===== config.mk =====
export PLATFORM = sky130hd
export DESIGN_NAME = aether_engine_task_scheduler
export DESIGN_NICKNAME = d
export VERILOG_FILES = /design/src/rtl/aether_engine_pkg.sv /design/src/rtl/aether_cmd_fifo.sv /design/src/rtl/aether_engine_task_scheduler.sv
export SDC_FILE = /design/constraint.sdc
export NUM_CORES = 1
export LEC_CHECK = 0
export ABC_AREA = 0
export BUFFER_PORTS_ARGS = -buffer_cell sky130_fd_sc_hd__clkbuf_2
export CAP_MARGIN = 10
export CORE_ASPECT_RATIO = 1.5
export CORE_MARGIN = 4
export CORE_UTILIZATION = 56
export DETAILED_ROUTE_END_ITERATION = 12
export PLACE_DENSITY_LB_ADDON = 0.3
export RECOVER_POWER = 25
export SYNTH_ARGS = -nofsm -noshare
export SYNTH_HDL_FRONTEND = slang
export SYNTH_SLANG_ARGS = --single-unit

===== constraint.sdc =====
create_clock -name clk_i -period 4.5 [get_ports clk_i]
set_input_delay 0.225 -clock clk_i [delete_from_list [all_inputs] [get_ports clk_i]]
set_output_delay 0.225 -clock clk_i [all_outputs]
set_load 0.005 [all_outputs]

===== src/rtl/aether_engine_pkg.sv =====
// Shared opcodes, task codes, FSM states and error-bit indices
// for the Aether engine task scheduler.
package aether_engine_pkg;

  localparam logic [3:0] OP_NOP        = 4'h0;
  localparam logic [3:0] OP_RESET      = 4'h1;
  localparam logic [3:0] OP_WRITE_REG  = 4'h2;
  localparam logic [3:0] OP_READ_REG   = 4'h3;
  localparam logic [3:0] OP_START_TASK = 4'h4;

  typedef enum logic [3:0] {
    T_LOAD_CONV_WEIGHTS = 4'd0,
    T_LOAD_CONV_DATA    = 4'd1,
    T_START_CONV        = 4'd2,
    T_DENSE_0           = 4'd3,
    T_DENSE_1           = 4'd4,
    T_DENSE_2           = 4'd5,
    T_WRITE_TO_MEM      = 4'd6,
    T_READ_FROM_MEM     = 4'd7
  } task_e;

  typedef enum logic [1:0] {
    S_IDLE,
    S_ISSUE,
    S_WAIT_RAM,
    S_WAIT_CONV
  } state_e;

  typedef struct packed {
    logic [3:0]  opcode;
    logic [3:0]  code;
    logic [15:0] addr_lsb;
  } cmd_t;

  localparam int ERR_OVF = 0;
  localparam int ERR_ILL = 1;
  localparam int ERR_TMO = 2;

endpackage


===== src/rtl/aether_cmd_fifo.sv =====
// Synchronous command FIFO with registered full/empty/count
// and a single-cycle flush.
module aether_cmd_fifo #(
  parameter int Width = 24,
  parameter int Depth = 8
) (
  input  logic                   clk_i,
  input  logic                   rst_i,
  input  logic                   flush_i,
  input  logic                   push_i,
  input  logic                   pop_i,
  input  logic [Width-1:0]       data_i,
  output logic [Width-1:0]       data_o,
  output logic                   full_o,
  output logic                   empty_o,
  output logic [$clog2(Depth):0] count_o
);

  localparam int AW = $clog2(Depth);

  logic [Width-1:0] mem_q [Depth];
  logic [AW-1:0]    wr_ptr_q, wr_ptr_d;
  logic [AW-1:0]    rd_ptr_q, rd_ptr_d;
  logic [AW:0]      count_q, count_d;
  logic             full_q, full_d;
  logic             empty_q, empty_d;
  logic             push_ok, pop_ok;

  assign push_ok = push_i & ~full_q & ~flush_i;
  assign pop_ok  = pop_i & ~empty_q & ~flush_i;

  always_comb begin
    wr_ptr_d = wr_ptr_q;
    rd_ptr_d = rd_ptr_q;
    count_d  = count_q;
    if (flush_i) begin
      wr_ptr_d = '0;
      rd_ptr_d = '0;
      count_d  = '0;
    end else begin
      if (push_ok) wr_ptr_d = wr_ptr_q + 1'b1;
      if (pop_ok)  rd_ptr_d = rd_ptr_q + 1'b1;
      count_d = count_q + (AW+1)'(push_ok)
                        - (AW+1)'(pop_ok);
    end
    full_d  = (count_d == (AW+1)'(Depth));
    empty_d = (count_d == '0);
  end

  always_ff @(posedge clk_i) begin
    if (rst_i) begin
      wr_ptr_q <= '0;
      rd_ptr_q <= '0;
      count_q  <= '0;
      full_q   <= 1'b0;
      empty_q  <= 1'b1;
    end else begin
      wr_ptr_q <= wr_ptr_d;
      rd_ptr_q <= rd_ptr_d;
      count_q  <= count_d;
      full_q   <= full_d;
      empty_q  <= empty_d;
    end
  end

  always_ff @(posedge clk_i) begin
    if (push_ok) mem_q[wr_ptr_q] <= data_i;
  end

  assign data_o  = mem_q[rd_ptr_q];
  assign full_o  = full_q;
  assign empty_o = empty_q;
  assign count_o = count_q;

endmodule


===== src/rtl/aether_engine_task_scheduler.sv =====
// Queues START_TASK commands and issues them one at a time to
// the task RAM or conv engine, with timeout and sticky errors.
module aether_engine_task_scheduler
  import aether_engine_pkg::*;
#(
  parameter int CmdDepth      = 8,
  parameter int TimeoutCycles = 65535
) (
  input  logic                      clk_i,
  input  logic                      rst_i,
  input  logic [23:0]               cmd_i,
  input  logic                      cmd_valid_i,
  output logic                      buffer_full_o,
  input  logic                      flush_i,
  input  logic [15:0]               ram_addr_high_i,
  output logic                      ram_read_en_o,
  output logic                      ram_write_en_o,
  output logic [3:0]                ram_task_o,
  output logic [31:0]               ram_addr_o,
  input  logic                      ram_done_i,
  output logic                      conv_start_o,
  input  logic                      conv_done_i,
  output logic                      irq_mem_o,
  output logic                      irq_conv_o,
  output logic                      busy_o,
  output logic [$clog2(CmdDepth):0] queue_count_o,
  output logic [2:0]                err_o
);

  localparam int TW = $clog2(TimeoutCycles + 1);
  localparam logic [TW-1:0] TMO_LAST = TW'(TimeoutCycles - 1);

  state_e      state_q, state_d;
  logic [3:0]  code_q, code_d;
  logic [31:0] addr_q, addr_d;
  logic [TW-1:0] tmo_q, tmo_d;
  logic [2:0]  err_q, err_d;
  logic        rd_en_q, rd_en_d;
  logic        wr_en_q, wr_en_d;
  logic        conv_q, conv_d;
  logic        irq_mem_q, irq_mem_d;
  logic        irq_conv_q, irq_conv_d;

  logic        cmd_ok, push, pop, empty;
  logic [23:0] head_raw;
  cmd_t        head;
  logic        unused_opcode;

  assign cmd_ok = (cmd_i[23:20] == OP_START_TASK);
  assign push   = cmd_valid_i & cmd_ok & ~buffer_full_o;
  assign pop    = (state_q == S_IDLE) & ~empty;
  assign head   = cmd_t'(head_raw);
  assign unused_opcode = ^head.opcode;

  aether_cmd_fifo #(
    .Width (24),
    .Depth (CmdDepth)
  ) u_fifo (
    .clk_i   (clk_i),
    .rst_i   (rst_i),
    .flush_i (flush_i),
    .push_i  (push),
    .pop_i   (pop),
    .data_i  (cmd_i),
    .data_o  (head_raw),
    .full_o  (buffer_full_o),
    .empty_o (empty),
    .count_o (queue_count_o)
  );

  always_comb begin
    state_d    = state_q;
    code_d     = code_q;
    addr_d     = addr_q;
    tmo_d      = tmo_q;
    err_d      = err_q;
    rd_en_d    = 1'b0;
    wr_en_d    = 1'b0;
    conv_d     = 1'b0;
    irq_mem_d  = 1'b0;
    irq_conv_d = 1'b0;
    if (!flush_i && cmd_valid_i) begin
      if (!cmd_ok)            err_d[ERR_ILL] = 1'b1;
      else if (buffer_full_o) err_d[ERR_OVF] = 1'b1;
    end
    if (flush_i) begin
      state_d = S_IDLE;
      code_d  = '0;
      addr_d  = '0;
    end else begin
      unique case (state_q)
        S_IDLE: if (!empty) begin
          state_d = S_ISSUE;
          code_d  = head.code;
          addr_d  = {ram_addr_high_i, head.addr_lsb};
          case (head.code)
            T_LOAD_CONV_WEIGHTS,
            T_LOAD_CONV_DATA,
            T_READ_FROM_MEM: rd_en_d = 1'b1;
            T_WRITE_TO_MEM:  wr_en_d = 1'b1;
            T_START_CONV:    conv_d  = 1'b1;
            default: ;
          endcase
        end
        S_ISSUE: begin
          tmo_d = '0;
          case (code_q)
            T_LOAD_CONV_WEIGHTS,
            T_LOAD_CONV_DATA,
            T_READ_FROM_MEM,
            T_WRITE_TO_MEM: state_d = S_WAIT_RAM;
            T_START_CONV:   state_d = S_WAIT_CONV;
            default: begin
              err_d[ERR_ILL] = 1'b1;
              state_d = S_IDLE;
              code_d  = '0;
              addr_d  = '0;
            end
          endcase
        end
        S_WAIT_RAM, S_WAIT_CONV: begin
          // done wins over a same-cycle timeout expiry
          if (state_q == S_WAIT_RAM ? ram_done_i
                                    : conv_done_i) begin
            irq_mem_d  = (state_q == S_WAIT_RAM);
            irq_conv_d = (state_q == S_WAIT_CONV);
            state_d = S_IDLE;
            code_d  = '0;
            addr_d  = '0;
          end else if (tmo_q == TMO_LAST) begin
            err_d[ERR_TMO] = 1'b1;
            state_d = S_IDLE;
            code_d  = '0;
            addr_d  = '0;
          end else begin
            tmo_d = tmo_q + 1'b1;
          end
        end
        default: state_d = S_IDLE;
      endcase
    end
  end

  always_ff @(posedge clk_i) begin
    if (rst_i) begin
      state_q    <= S_IDLE;
      code_q     <= '0;
      addr_q     <= '0;
      tmo_q      <= '0;
      err_q      <= '0;
      rd_en_q    <= 1'b0;
      wr_en_q    <= 1'b0;
      conv_q     <= 1'b0;
      irq_mem_q  <= 1'b0;
      irq_conv_q <= 1'b0;
    end else begin
      state_q    <= state_d;
      code_q     <= code_d;
      addr_q     <= addr_d;
      tmo_q      <= tmo_d;
      err_q      <= err_d;
      rd_en_q    <= rd_en_d;
      wr_en_q    <= wr_en_d;
      conv_q     <= conv_d;
      irq_mem_q  <= irq_mem_d;
      irq_conv_q <= irq_conv_d;
    end
  end

  assign ram_read_en_o  = rd_en_q;
  assign ram_write_en_o = wr_en_q;
  assign conv_start_o   = conv_q;
  assign ram_task_o     = code_q;
  assign ram_addr_o     = addr_q;
  assign irq_mem_o      = irq_mem_q;
  assign irq_conv_o     = irq_conv_q;
  assign err_o          = err_q;
  assign busy_o = (state_q != S_IDLE) | (queue_count_o != '0);

endmodule


==> summary.md <==
| Metric | Value |
|---|---|
| Clk_lat worst skew | 0.50 ns |
| Routed len/inst | 20.3 µm |
| Clock-pin slew on the worst setup and hold paths | 0.06 ns |
| Die W | 114 µm |
| Fin. Hold Viols | 0 |
| Most used cells in the layout excluding fill and tap cells | edfxtp_1, clkbuf_2, dfxtp_1, mux2i_1, nand3_1 |
| Antenna-violating nets left | 0 |
| Crit Path Max Fanout | 22 |
| Sw frac | 22.1% |
| Num CTS Buffers | 23 |
| Clk sink count | 237 |
| Setup Crit Path Kind | reg -> reg |
| Initial cell density of the core | 57.3% |
| Power Total | 0.00455 W |
| Row count | 57 |
| Die Span Y | 166 µm |
| Clock Power Share | 40.6% |
| Hold WS | 0.0428 ns |
| Final Instance Area | 11000 µm² |
| Area leader, netlist | edfxtp_1 |
| Vias | 6258 |
| # Post-CTS Setup Buffers | 0 |
| Relative slew margins | 28.2% |
| Internal power | 0.00354 W |
| Max cap viols | 0 |
| Seq/Total Area, Yosys | 67.8% |
| Synth top area cells | edfxtp_1, dfxtp_1, mux2i_1, a22oi_1, nand3_1 |
| Root buffer cell | clkbuf_16 |
| Vias per cell | 6.03 |
| Main synth FF type | edfxtp_1 |
| Worst EP required | 4.95 ns |
| Setup_tns | 0 ns |
| Crit path capture type | flop |
| Synthesized area | 9360 µm² |
| Synthesized flop and latch total | 237 |
| Vias in the first global route | 6649 |
| Fraction of layout cells with a size suffix above 1 | 19.1% |
| Syn Area/Cell | 13.4 µm² |
| Fraction of registers with async set or reset after synthesis | 0% |
| Hold Path Class | in -> reg |
| Post-Syn Nets | 753 |
| Routability cong. | 0.829 |
| Synth-to-Final Area Change | 17.5% |
| DRC Markers | 0 |
| Final setup viols | 0 |
| Slowest stage delay, CP | 0.55 ns |
| CTS tree | built |
| Core area | 16300 µm² |
| Grt ovf | 0 |
| PwrDens | 413 nW/µm² |
| Flop pwr share | 52.3% |
| Slew Viols, Final | 0 |
| CTS H-tree depth | 1 |
| Overall routed net length | 21000 µm |
| Initial antenna violation count | 0 |
| Post-DP HPWL | 13000 µm |
| Starting DRT DRC Count | 534 |
| Io pins | 96 |
| Critical Path Start Type | flop |
| First-pass GRT wire length | 33200 µm |
| Slew @ Worst Pin | 1.08 ns |
| VDD IR max | 0.388 mV |
| Most common cell after layout, fill and taps aside | edfxtp_1 |
| Tmin final | 2.65 ns |
| RSZ-0062 raised after global routing | no |
| Diode count | 0 |
| Share of the synthesized area in the top cell type | 51.3% |
| NetSw | 0.00100 W |
| CP arrival | 3.10 ns |
| Dpl cell area | 10100 µm² |
| Fmax | 377 MHz |
| Gate Count Post-Synth | 698 |
| Max clock buf depth | 3 |
| GRT Total Usage | 22.0% |
| Post-synth EDFFs | 160 |
| Final nets | 869 |
| Number of library cell types mapped by synthesis | 55 |
| Ys Warns | 0 |
| Leak Pwr | 3.68 nW |
| Largest net degree at the start of global routing | 53 |
| Comb power frac | 7.1% |
| DIE AREA | 18900 µm² |
| Worst-case clock skew | 0.0135 ns |
| Worst-path cell with the longest stage delay | dfxtp_1 |
| Port Buf Inserts | 95 |
| CP Cell Sequence | or3_1 -> or3_1 -> nand2_1 -> ha_1 -> fa_1 -> nor3_1 -> nand2_1 -> nand2_1 |
| Run status | finished, final reports clean |
| Initial DRT Pass Iterations | 5 |
| CP most frequent cell | nand2_1 |
| Final period util | 59.0% |
## per-layer routing
| metal | share of wire (%) | routed length [µm] | GRT usage (%) | up-vias |
|---|---|---|---|---|
| met3 | 5.2 | 1100 | 2.84 | 64 |
| li1 | - | - | - | 2876 |
| met4 | 3.2 | 670 | 8.21 | 0 |
| met5 | 0 | 0 | 0 | - |
| met1 | 37 | 7830 | 25.0 | 3065 |
| met2 | 54 | 11400 | 41.3 | 253 |
## cell type report
class	instances	area [µm²]
Clock buffer	30	602
Clock inverter	12	121
Fill cell	1146	5340
Inverter	13	48.8
Multi-Input combinational cell	408	2820
Sequential cell	237	6350
Tap cell	206	258
Timing Repair Buffer	131	795
## through the flow
stage / worst slack (ns) / util (%) / cells
3_5_place_dp: 1.36 / 61.7 / 973
4_1_cts: 1.86 / 67.4 / 1037
3_3_place_gp: 1.44 / 61.7 / 973
2_1_floorplan: 1.17 / - / 698
6_report: 1.85 / 67.3 / 1037
5_1_grt: 1.70 / 67.3 / 1037
## cells by family after synthesis
group	share of synthesized area, %
buffers and inverters	2.47
flip-flops	67.8
AND/OR/NAND/NOR	10.6
AO/OA/AOI/OAI	8.06
multiplexers	9.25
adder cells (fa/ha/maj)	1.28
XOR/XNOR	0.561
## registers in the layout, indices dropped and copies added (netlist names), 2 cells and up, named ones only
| signal | count |
|---|---|
| u_fifo.mem_q | 160 |
| ram_addr_o | 32 |
| tmo_q | 16 |
| ram_task_o | 4 |
| u_fifo.count_o | 4 |
| err_o | 3 |
| u_fifo.rd_ptr_q | 3 |
| u_fifo.wr_ptr_q | 3 |
| state_q | 2 |
## cell usage after synthesis, drive strengths merged, types with 4 or more instances
library cell / instances
o31ai: 4
nand3: 49
mux4: 6
a211o: 4
or3: 8
dfxtp: 77
nor3: 9
edfxtp: 160
or4: 5
mux2i: 73
ha: 8
buf: 13
o21ai: 23
a31oi: 19
clkbuf: 27
a22oi: 34
nand4: 6
nor2: 50
nand2: 44
a21o: 5
a21oi: 16
inv: 13
nand2b: 6
## power groups by stage
stage / clock (W) / sequential, W / combinational (W)
after floorplan: 0 / 0.00241 / 0.000205
after global placement: 0 / 0.00242 / 0.000293
after detailed placement: 0 / 0.00242 / 0.000308
after CTS: 0.00187 / 0.00238 / 0.000325
after global routing: 0.00197 / 0.00238 / 0.000355
final: 0.00185 / 0.00238 / 0.000323
## critical path, delay by kind of cell (launching register included)
family	cells	cell delay, ns
adder cells (fa/ha/maj)	2	0.64
flip-flops	1	0.55
AND/OR/NAND/NOR	6	1.41
## worst paths after layout
kind | startpoint | end | slack [ns] | cells after the start
max | state_q[1]$_SDFFE_PP0P_ | u_fifo.empty_o$_SDFF_PP1_ | 1.85 | 8
min | cmd_i[8] | u_fifo.mem_q[1][8]$_DFFE_PP_ | 0.04 | 1
max reg2reg | state_q[1]$_SDFFE_PP0P_ | u_fifo.empty_o$_SDFF_PP1_ | 1.85 | 8
min reg2reg | ram_addr_o[14]$_SDFFE_PP0P_ | ram_addr_o[14]$_SDFFE_PP0P_ | 0.47 | 2
## repair_timing
item / CTS / global route
gates resized for setup: 0 / 0
endpoints found under the hold margin: 47 / 0
hold buffers: 22 / 0
endpoints found under the setup margin: 0 / 0
No activity file was read; power rests on OpenSTA's default activity.
